$ cat src/rtl/y86_seq_ctrl.sv
// Sequential Y86 control FSM. It steps one instruction through the stages
// FETCH..PCUPD and parks in STOP on halt, fault or memory timeout.
module y86_seq_ctrl #(
  parameter int unsigned MAX_WAIT = 16
) (
  input  logic        clk,
  input  logic        rst_n,
  input  logic        start,
  input  logic        imem_ack,
  input  logic        dmem_ack,
  input  logic [3:0]  icode,
  input  logic [2:0]  stat_in,
  output logic        imem_req,
  output logic        dmem_req,
  output logic        dec_en,
  output logic        exe_en,
  output logic        wb_en,
  output logic        pc_we,
  output logic        cc_we,
  output logic [2:0]  state,
  output logic [2:0]  stat_out,
  output logic        busy,
  output logic [31:0] instr_cnt
);

  typedef enum logic [2:0] {
    S_IDLE      = 3'd0,
    S_FETCH     = 3'd1,
    S_DECODE    = 3'd2,
    S_EXECUTE   = 3'd3,
    S_MEMORY    = 3'd4,
    S_WRITEBACK = 3'd5,
    S_PCUPD     = 3'd6,
    S_STOP      = 3'd7
  } state_e;

  localparam logic [2:0] STAT_AOK = 3'd1;
  localparam logic [2:0] STAT_HLT = 3'd2;
  localparam logic [2:0] STAT_ADR = 3'd3;
  localparam logic [2:0] STAT_INS = 3'd4;
  localparam logic [7:0] WAIT_LAST = 8'(MAX_WAIT - 1);

  state_e      state_q, state_d;
  logic [3:0]  icode_q, icode_d;
  logic [2:0]  stat_q, stat_d;
  logic [7:0]  wait_q, wait_d;
  logic [31:0] cnt_q, cnt_d;
  logic        imem_req_q, imem_req_d;
  logic        dmem_req_q, dmem_req_d;
  logic        dec_en_q, dec_en_d;
  logic        exe_en_q, exe_en_d;
  logic        wb_en_q, wb_en_d;
  logic        pc_we_q, pc_we_d;
  logic        cc_we_q, cc_we_d;
  logic        busy_q, busy_d;

  // Instructions that touch data memory: rmmovq, mrmovq, call, ret, pushq, popq.
  function automatic logic needs_mem(input logic [3:0] code);
    case (code)
      4'h4, 4'h5, 4'h8, 4'h9, 4'hA, 4'hB: needs_mem = 1'b1;
      default:                           needs_mem = 1'b0;
    endcase
  endfunction

  always_comb begin
    state_d = state_q;
    icode_d = icode_q;
    stat_d  = stat_q;
    wait_d  = wait_q;
    cnt_d   = cnt_q;

    case (state_q)
      S_IDLE: begin
        if (start) begin
          state_d = S_FETCH;
          wait_d  = 8'd0;
        end
      end
      S_FETCH: begin
        if (imem_ack) begin
          icode_d = icode;
          if (stat_in != STAT_AOK) begin
            state_d = S_STOP;
            stat_d  = stat_in;
          end else if (icode > 4'hB) begin
            state_d = S_STOP;
            stat_d  = STAT_INS;
          end else if (icode == 4'h0) begin
            state_d = S_STOP;
            stat_d  = STAT_HLT;
          end else begin
            state_d = S_DECODE;
          end
        end else if (wait_q == WAIT_LAST) begin
          state_d = S_STOP;
          stat_d  = STAT_ADR;
        end else begin
          wait_d = wait_q + 8'd1;
        end
      end
      S_DECODE: state_d = S_EXECUTE;
      S_EXECUTE: begin
        if (needs_mem(icode_q)) begin
          state_d = S_MEMORY;
          wait_d  = 8'd0;
        end else begin
          state_d = S_WRITEBACK;
        end
      end
      S_MEMORY: begin
        if (dmem_ack) begin
          if (stat_in == STAT_ADR) begin
            state_d = S_STOP;
            stat_d  = STAT_ADR;
          end else begin
            state_d = S_WRITEBACK;
          end
        end else if (wait_q == WAIT_LAST) begin
          state_d = S_STOP;
          stat_d  = STAT_ADR;
        end else begin
          wait_d = wait_q + 8'd1;
        end
      end
      S_WRITEBACK: state_d = S_PCUPD;
      S_PCUPD: begin
        state_d = S_FETCH;
        wait_d  = 8'd0;
        if (cnt_q != 32'hFFFF_FFFF) cnt_d = cnt_q + 32'd1;
      end
      S_STOP:  state_d = S_STOP;
      default: state_d = S_IDLE;
    endcase

    // Outputs are registered decodes of the next state, so they line up with state_q.
    imem_req_d = (state_d == S_FETCH);
    dmem_req_d = (state_d == S_MEMORY);
    dec_en_d   = (state_d == S_DECODE);
    exe_en_d   = (state_d == S_EXECUTE);
    wb_en_d    = (state_d == S_WRITEBACK);
    pc_we_d    = (state_d == S_PCUPD);
    cc_we_d    = (state_d == S_EXECUTE) && (icode_d == 4'h6);
    busy_d     = (state_d != S_IDLE) && (state_d != S_STOP);
  end

  always_ff @(posedge clk) begin
    if (!rst_n) begin
      state_q    <= S_IDLE;
      icode_q    <= 4'h0;
      stat_q     <= STAT_AOK;
      wait_q     <= 8'd0;
      cnt_q      <= 32'd0;
      imem_req_q <= 1'b0;
      dmem_req_q <= 1'b0;
      dec_en_q   <= 1'b0;
      exe_en_q   <= 1'b0;
      wb_en_q    <= 1'b0;
      pc_we_q    <= 1'b0;
      cc_we_q    <= 1'b0;
      busy_q     <= 1'b0;
    end else begin
      state_q    <= state_d;
      icode_q    <= icode_d;
      stat_q     <= stat_d;
      wait_q     <= wait_d;
      cnt_q      <= cnt_d;
      imem_req_q <= imem_req_d;
      dmem_req_q <= dmem_req_d;
      dec_en_q   <= dec_en_d;
      exe_en_q   <= exe_en_d;
      wb_en_q    <= wb_en_d;
      pc_we_q    <= pc_we_d;
      cc_we_q    <= cc_we_d;
      busy_q     <= busy_d;
    end
  end

  assign state     = state_q;
  assign stat_out  = stat_q;
  assign instr_cnt = cnt_q;
  assign imem_req  = imem_req_q;
  assign dmem_req  = dmem_req_q;
  assign dec_en    = dec_en_q;
  assign exe_en    = exe_en_q;
  assign wb_en     = wb_en_q;
  assign pc_we     = pc_we_q;
  assign cc_we     = cc_we_q;
  assign busy      = busy_q;

endmodule

$ cat config.mk
export PLATFORM = sky130hd
export DESIGN_NAME = y86_seq_ctrl
export DESIGN_NICKNAME = d
export VERILOG_FILES = /design/src/rtl/y86_seq_ctrl.sv
export SDC_FILE = /design/constraint.sdc
export NUM_CORES = 1
export LEC_CHECK = 0
export CAP_MARGIN = 20
export CORE_MARGIN = 5
export CORE_UTILIZATION = 52
export CTS_CLUSTER_SIZE = 12
export DETAILED_ROUTE_END_ITERATION = 8
export GPL_ROUTABILITY_DRIVEN = 0
export PLACE_DENSITY = 0.79
export SYNTH_ARGS = -nofsm -noshare
export SYNTH_HDL_FRONTEND = slang
export SYNTH_SLANG_ARGS = --single-unit
$ cat constraint.sdc
create_clock -name clk -period 2.3 [get_ports clk]
set_input_delay 0.345 -clock clk [delete_from_list [all_inputs] [get_ports clk]]
set_output_delay 0.345 -clock clk [all_outputs]
set_load 0.01 [all_outputs]
# == Word-level counts from Yosys, hierarchy flattened ==
# Index checks and enable logic that the tools add are counted.
# op_classes
n_addsub,2
order_cmp,1
n_eq_ne,31
n_mux,28
reduce_logical,11
# op_table
cell,count
3-bit two-way mux,14
8-bit two-way mux,5
8-bit case mux with 5 select lines,1
"32-bit by 1-bit adder with 32-bit output, second input constant",1
"32-bit inequality test, second input constant",1
3-bit case mux with 8 select lines,1
"3-bit equality test, second input constant",7
"4-bit equality test, second input constant",4
"3-bit by 2-bit equality test with 1-bit output, second input constant",5
"4-bit by 3-bit equality test with 1-bit output, second input constant",3
"8-bit by 1-bit adder with 8-bit output, second input constant",1
"8-bit by 4-bit equality test with 1-bit output, second input constant",1
4-bit two-way mux,2
"2-bit inequality test, second input constant",4
"3-bit by 1-bit equality test with 1-bit output, second input constant",2
"3-bit inequality test, second input constant",2
3-bit case mux with 2 select lines,1
6-bit OR reduction,1
"5-bit inequality test, second input constant",1
5-bit AND reduction,1
5-bit nonzero test,1
"4-bit greater-than comparator, second input constant",1
4-bit zero test,1
3-bit zero test,1
8 further kinds,11
# totals
register_bits,58
input_bits,12
word_cells,86

# == Depth between registers and ports, before layout ==
# Gate-level depths: netlist (run 1).
# depth
depth_word,8
ltp_mapped,8
mapped_depth_nobuf,6

# == Least setup slack after synthesis (run 1) ==
# OpenSTA, ideal clock, no wires.
# synth_timing
path_type,reg2reg
from,"register cnt_q[8], in the netlist instr_cnt[8]"
to,"register cnt_q[27], in the netlist instr_cnt[27]"
setup_ns,0.072
t_arrival_ns,1.949
t_required_ns,2.228
setup_slack_ns,0.280
stages_incl_launch_ff,6
path_buffers,0
synth_period_minus_slack_ns,2.020
path_cell_list,dfxtp_1 > nand4_2 > or4_4 > a2111oi_4 > and3_1 > mux2i_1
# synth_between
elab_chain_cells,2
# synth_lines
element,line,source
"start, declared",47,"logic [31:0] cnt_q, cnt_d;"
"start signal, assigned",166,cnt_q <= cnt_d;
"parallel branches: the longest is 2 deep, another holds 32-bit by 1-bit adder with 32-bit output",-,
# Parallel ways; which one is timed is not known.
# A chain may end at the register's enable or synchronous reset.

# == Final worst setup path (run 1) ==
# layout_timing
from,"register cnt_q[9], in the netlist instr_cnt[9]"
to,"register cnt_q[27], in the netlist instr_cnt[27]"
# The elaborated chain is that of the path after synthesis.

==> results.tsv, run 1 <==
stage	metric	value	unit
timing	RSZ-0062 raised after global routing	no	
timing	Final Max Tran Viols	0	
clocking	CTS root buffer	clkbuf_8	
finish	fin util	0.6927	
power_and_ir_drop	Max rail drop VDD	0.4441	mV
timing	setup_tns	0	ns
die	row count	28	
power_and_ir_drop	P_leak	1.381	nW
logic_synthesis	Async SR Flop Fraction	0	
logic_synthesis	ys flop type	dfxtp_1	
finish	area of the multi-input gates	1824	um^2
setup_path	kind of end point of the critical path	flop	
setup_path	CP Class	flop to flop	
die	Initial Utilization	0.5276	
logic_synthesis	register bit total from synthesis	58	
die	IO Pins	58	
logic_synthesis	commonest cells in the netlist	58 x dfxtp_1, 43 x nor2_1, 28 x nand2_1	
finish	ANT cells	0	
finish	share of layout cells above drive strength 1	0.1144	
logic_synthesis	Syn Nets	379	
die	core area	5851	um^2
logic_synthesis	top-area cell type share of the netlist area	0.3762	
die	Die Ht	87.05	um
clocking	htree depth	3	
hold_path	Hold/Removal Path Class	flop to flop	
clocking	TritonCTS Buffers	9	
power_and_ir_drop	pwr/cell area	667.5	nW/um^2
setup_path	CP arrival	2.40	ns
flow_run	MaxCap Viol Count	0	
routing	vias	3020	
placement	DP HPWL	5617	um
finish	fill count	462	
routing	drt wl/cell	15.42	um
global_routing	Tot GR Track Use	0.2144	
run_status	outcome	complete, no violations	
die	die span in x	87.05	um
routing	DR top layer	met4	
setup_path	required time of the critical path	2.58	ns
routing	via/cell ratio	5.898	
logic_synthesis	count leader, synth	dfxtp_1	
routing	WL final	7894	um
placement	Port Buf Inserts	57	
timing	fmax	0.4714	GHz
routing	ANT nets after route	0	
finish	Area growth, synth to finish	31.29	%
clocking	clock sink count	58	
logic_synthesis	Yosys warning count	0	
global_routing	number of global-route vias before repair	2903	
routing	DR pass1 iterations	5	
clocking	post_cts resized	0	
clocking	TritonCTS clock tree	built	
logic_synthesis	Synth area leader	dfxtp_1	
timing	final setup skew	0.006270	ns
logic_synthesis	post-synthesis cell count	365	
timing	worst rel slew slack	0.5106	
global_routing	antenna violations before repair	0	
routing	M1 WL	3420	um
logic_synthesis	Syn Area/Cell	8.457	um^2
routing	routed wl met3	472	um
power_and_ir_drop	Total Power	2.705	mW
logic_synthesis	EDFF count, synth	0	
routing	DRC errors left	0	
global_routing	global-route wire length before repair	13170	um
finish	FF/Latch Area	1161	um^2
logic_synthesis	Area contributors post-synth	dfxtp_1 38%, xnor2_1 5.4%, nor2_1 5.2%	
timing	Worst Tran Pin Value	0.7249	ns
clocking	post-CTS setup buffer count	0	
clocking	Worst-Skew Late Latency	0.34	ns
global_routing	total grt overflow	0	
setup_path	critical path peak fanout	7	
clocking	Reg clk slew, reported paths	0.07	ns
routing	initial DRC count	131	
logic_synthesis	Synth Cell Area	3087	um^2
finish	Nets	446	
global_routing	pin count of the biggest net entering global routing	38	
setup_path	startpoint types	flop	
logic_synthesis	Seq/Total Area, Yosys	0.3762	
routing	WL met2	3887	um
timing	Final Cycle Share	0.9223	
die	Die ar.	7577	um^2
clocking	Clock Path Buffers	2	
timing	Setup-failing EPs final	0	
clocking	hold buffers post-CTS	0	
timing	Period minus WS final	2.121	ns
timing	Final Hold Viols	0	
logic_synthesis	Yosys cell types	57	
[through the flow]
| stage | hold slack [ns] | setup WS (ns) | std cells | instance area (um^2) |
|---|---|---|---|---|
| global route | 0.5078 | 0.03176 | 512 | 4053 |
| CTS | 0.4627 | 0.1778 | 512 | 4053 |
| floorplan | 0.4239 | 0.2795 | 365 | 3087 |
| detailed placement | 0.4467 | 0.03640 | 496 | 3811 |
| global placement | 0.4426 | 0.1763 | 496 | 3811 |
| finish | 0.4691 | 0.1787 | 512 | 4053 |
[cells by family (layout without fill, tap and decap cells)]
logic type	Yosys count	after routing	synth area share
buffers and inverters	25	97	0.03283
AO/OA/AOI/OAI	80	80	0.1877
XOR/XNOR	20	20	0.05675
multiplexers	9	9	0.02919
adder cells (fa/ha/maj)	2	2	0.008106
AND/OR/NAND/NOR	171	171	0.3093
flip-flops	58	58	0.3762
[report_power, final]
part	leakage [nW]	internal, mW	switching (mW)
Clock	0.111	0.717	0.436
Combinational	0.800	0.210	0.268
Sequential	0.469	1.05	0.0254
Total	1.38	1.98	0.730
[flip-flops by register name, indices dropped and copies added, names as in the netlist]
signal,count
dmem_req,1
instr_cnt,32
stat_out,3
exe_en,1
imem_req,1
dec_en,1
wait_q,8
state,3
icode_q,4
busy,1
cc_we,1
wb_en,1
pc_we,1
[placed cells by master (no fill, tap or decap), types with 10 or more instances in the layout]
master,count
buf_4,19
nor2_1,43
nand2b_1,10
clkdlybuf4s50_1,57
xnor2_1,19
nand3_1,14
dfxtp_1,58
o21ai_0,21
nand2_1,28
a21oi_1,23
[worst paths after layout]
| kind | start | end | slack (ns) | cells after the start |
|---|---|---|---|---|
| worst max-delay path | instr_cnt[9] | instr_cnt[27] | 0.18 | 5 |
| worst min-delay path | wait_q[7] | wait_q[7] | 0.47 | 1 |
| worst max register to register | instr_cnt[9] | instr_cnt[27] | 0.18 | 5 |
| worst min register to register | wait_q[7] | wait_q[7] | 0.47 | 1 |
[worst max-delay path, stage by stage (launching register included)]
cell,delay (ns)
dfxtp_1,0.44
nand4_2,0.18
or4_4,0.65
a2111oi_4,0.39
and3_1,0.22
mux2i_1,0.17
[routing by layer]
metal | global-route usage | vias to the layer above
met5 | 0 | -
met4 | 0.08357 | 0
met3 | 0.04541 | 11
met2 | 0.3637 | 106
met1 | 0.2641 | 1431
li1 | - | 1472
[final cells by class]
cell class | instances | area share
tap | 75 | 0.02316
inverter | 5 | 0.004631
clock buffer | 9 | 0.03057
multi-input combinational | 282 | 0.4501
timing repair buffer | 76 | 0.1760
clock inverter | 7 | 0.02902
sequential | 58 | 0.2865
No activity file was read; power rests on OpenSTA's default activity.
==> run 2: changes to the inputs <==
CAP_MARGIN = not set   (was 20)
CORE_MARGIN = 10   (was 5)
CTS_CLUSTER_SIZE = 40   (was 12)
==> run 2 against run 1 <==
Compared with the run above: non-clock buffer count is 2 higher; fmax is 1.1% lower; final cell count is 0.20% higher; critical endpoint unchanged; first-iteration DRC count is 6.1% higher; critical path depth stayed put; sequential share of layout area is 0.40 points higher; largest cell class unchanged; routed wire length is 2.3% higher; highest routed layer unchanged; clock power is 28% lower; sequential cell count stayed put; register-to-register slack worse by 0.02 ns; global-route usage is 5.1 points lower.
==> results.tsv, run 2 (same netlist as run 1, synthesis figures left out) <==
stage	metric	value	unit	change
run_status	outcome	complete, no violations		
timing	Period minus WS final	2.146	ns	+0.02441 ns
die	core area	5851	um^2	unchanged
power_and_ir_drop	Max rail drop VDD	0.4843	mV	+9.0%
global_routing	antenna violations before repair	0		unchanged
placement	Placed Area	3826	um^2	+0.39%
hold_path	worst hold stages	1		unchanged
hold_path	worst hold start	wait_q[7]		
clocking	TritonCTS Buffers	9		unchanged
die	row count	28		unchanged
finish	share of layout cells above drive strength 1	0.1142		-0.0002612
finish	max reg flops	32		unchanged
finish	Area growth, synth to finish	29.47	%	
setup_path	Reg2Reg Depth	5		unchanged
power_and_ir_drop	P_leak	1.372	nW	-0.62%
die	Die ar.	9418	um^2	+24%
finish	ANT cells	0		unchanged
setup_path	critical path peak fanout	7		unchanged
power_and_ir_drop	switching pwr	0.6836	mW	-6.4%
placement	placed cell count	498		+0.40%
global_routing	number of global-route vias before repair	2827		-2.6%
finish	fin cells	513		+0.20%
power_and_ir_drop	Net Sw Frac	0.2872		+0.01728
global_routing	Tot GR Track Use	0.1638		-0.05067
clocking	Clock Path Buffers	2		unchanged
clocking	TritonCTS clock tree	built		
routing	DRC errors left	0		unchanged
routing	vias	2999		-0.70%
timing	Worst Tran Pin Value	0.6618	ns	-0.06316 ns
timing	Final Cycle Share	0.9329		+0.01061
setup_path	CP arrival	2.41	ns	about the same
timing	worst rel slew slack	0.5532		+0.04264
timing	Hold WS	0.4540	ns	-0.01514 ns
clocking	clock sink count	58		unchanged
clocking	Reg clk slew, reported paths	0.07	ns	about the same
setup_path	kind of end point of the critical path	flop		
setup_path	FF-to-FF End	instr_cnt[27]		
setup_path	reg-to-reg setup timing slack	0.15	ns	-0.02 ns
setup_path	CP Class	flop to flop		
power_and_ir_drop	Total Power	2.380	mW	-12%
global_routing	total grt overflow	0		unchanged
placement	DP HPWL	5919	um	+5.4%
die	IO Pins	58		unchanged
clocking	htree depth	3		unchanged
clocking	post-CTS setup buffer count	0		unchanged
timing	Worst Slack Setup Final	0.1543	ns	-0.02441 ns
power_and_ir_drop	P_int	1.697	mW	-14%
setup_path	Critical R2R Launch	instr_cnt[13]		
hold_path	Hold/Removal Path Class	flop to flop		
power_and_ir_drop	Clock Power Share	0.349		-0.077
global_routing	pin count of the biggest net entering global routing	38		unchanged
die	die span in x	97.05	um	+11%
clocking	CTS root buffer	clkbuf_8		
power_and_ir_drop	pwr/cell area	595.7	nW/um^2	-11%
finish	most frequent cells in the layout	58 x dfxtp_1, 57 x clkdlybuf4s50_1, 43 x nor2_1, 28 x nand2_1, 23 x a21oi_1		
finish	fill count	492		+6.5%
routing	ANT nets after route	0		unchanged
timing	Final Max Tran Viols	0		unchanged
routing	DR pass1 iterations	4		-1
clocking	post_cts resized	0		unchanged
timing	setup_tns	0	ns	unchanged
timing	Setup-failing EPs final	0		unchanged
setup_path	required time of the critical path	2.56	ns	-0.02 ns
timing	Final Hold Viols	0		unchanged
placement	post-place setup slack	0.1031	ns	+0.06674 ns
timing	RSZ-0062 raised after global routing	no		
finish	commonest non-fill, non-tap cell in the layout	dfxtp_1		
routing	drt wl/cell	15.74	um	+2.1%
clocking	hold buffers post-CTS	0		unchanged
timing	final setup skew	0.008906	ns	+0.002636 ns
power_and_ir_drop	Reg power frac	0.451		+0.054
die	Die Ht	97.05	um	+11%
placement	Port Buf Inserts	57		unchanged
clocking	Worst-Skew Late Latency	0.33	ns	about the same
routing	WL final	8075	um	+2.3%
flow_run	MaxCap Viol Count	0		unchanged
finish	fin util	0.6831		-0.009624
setup_path	startpoint types	flop		
global_routing	global-route wire length before repair	13280	um	+0.84%
timing	fmax	0.4661	GHz	-1.1%
routing	initial DRC count	139		+6.1%
hold_path	Worst Hold Path EP	wait_q[7]		
die	Initial Utilization	0.5276		unchanged
finish	post-route cell area	3996	um^2	-1.4%
power_and_ir_drop	combinational power share	0.200		+0.023
finish	Nets	448		+0.45%
routing	via/cell ratio	5.846		-0.89%
[run 2: cell count changes in the layout (fill, tap and decap cells not counted)]
cell        before  now
clkbuf_1         0    1
bufinv_16        3    0
buf_4           19   21
clkbuf_8         9   11
clkinvlp_4       3    0
clkinv_2         1    3
[run 2: cell type report]
cell class / count / area, um^2 / share of cell area
multi-input cells: 282 / 1824 / 0.4565
flip-flops and latches: 58 / 1161 / 0.2905
well taps: 75 / 93.84 / 0.02348
clock buffers: 12 / 155.1 / 0.03882
clock inverters: 3 / 15.01 / 0.003757
repair buffers: 78 / 728.2 / 0.1822
inverters: 5 / 18.77 / 0.004696
[run 2: power groups by stage]
stage	Combinational, mW	Clock [mW]	Sequential, mW
6_report	0.475	0.831	1.07
5_1_grt	0.525	0.887	1.08
4_1_cts	0.474	0.846	1.07
3_5_place_dp	0.471	0	1.10
3_3_place_gp	0.463	0	1.10
2_1_floorplan	0.285	0	1.11
[run 2: worst max path at each step]
| stage | start | endpoint | slack, ns | cells after the start |
|---|---|---|---|---|
| 6_report | instr_cnt[13] | instr_cnt[27] | 0.15 | 5 |
| 3_3_place_gp | icode[3] | pc_we | 0.18 | 5 |
| 3_5_place_dp | stat_in[0] | imem_req | 0.10 | 6 |
| 5_1_grt | instr_cnt[13] | instr_cnt[27] | 0.05 | 5 |
| 4_1_cts | instr_cnt[13] | instr_cnt[27] | 0.16 | 5 |
| 2_1_floorplan | instr_cnt[8] | instr_cnt[27] | 0.28 | 5 |
[run 2: worst max-delay path, stage by stage (launching register included)]
cell and delay (ns):
dfxtp_1 0.43, nand4_1 0.21, or4_4 0.64, a2111oi_4 0.40
and3_1 0.22, mux2i_1 0.17
[run 2: routing by layer]
metal  vias up  global-route usage  share of wire
met5         -                   0              0
met4         0             0.07264          0.023
met3        21             0.05974          0.067
met2        84              0.2711           0.48
met1      1409              0.1836           0.43
li1       1485                   -              -
==> run 3: changes to the inputs <==
GPL_ROUTABILITY_DRIVEN = not set   (was 0)
TNS_END_PERCENT = 50   (was not set)
==> results of run 3 <==
Same layout as run 2: the final DEF is identical, and so are final timing and power.
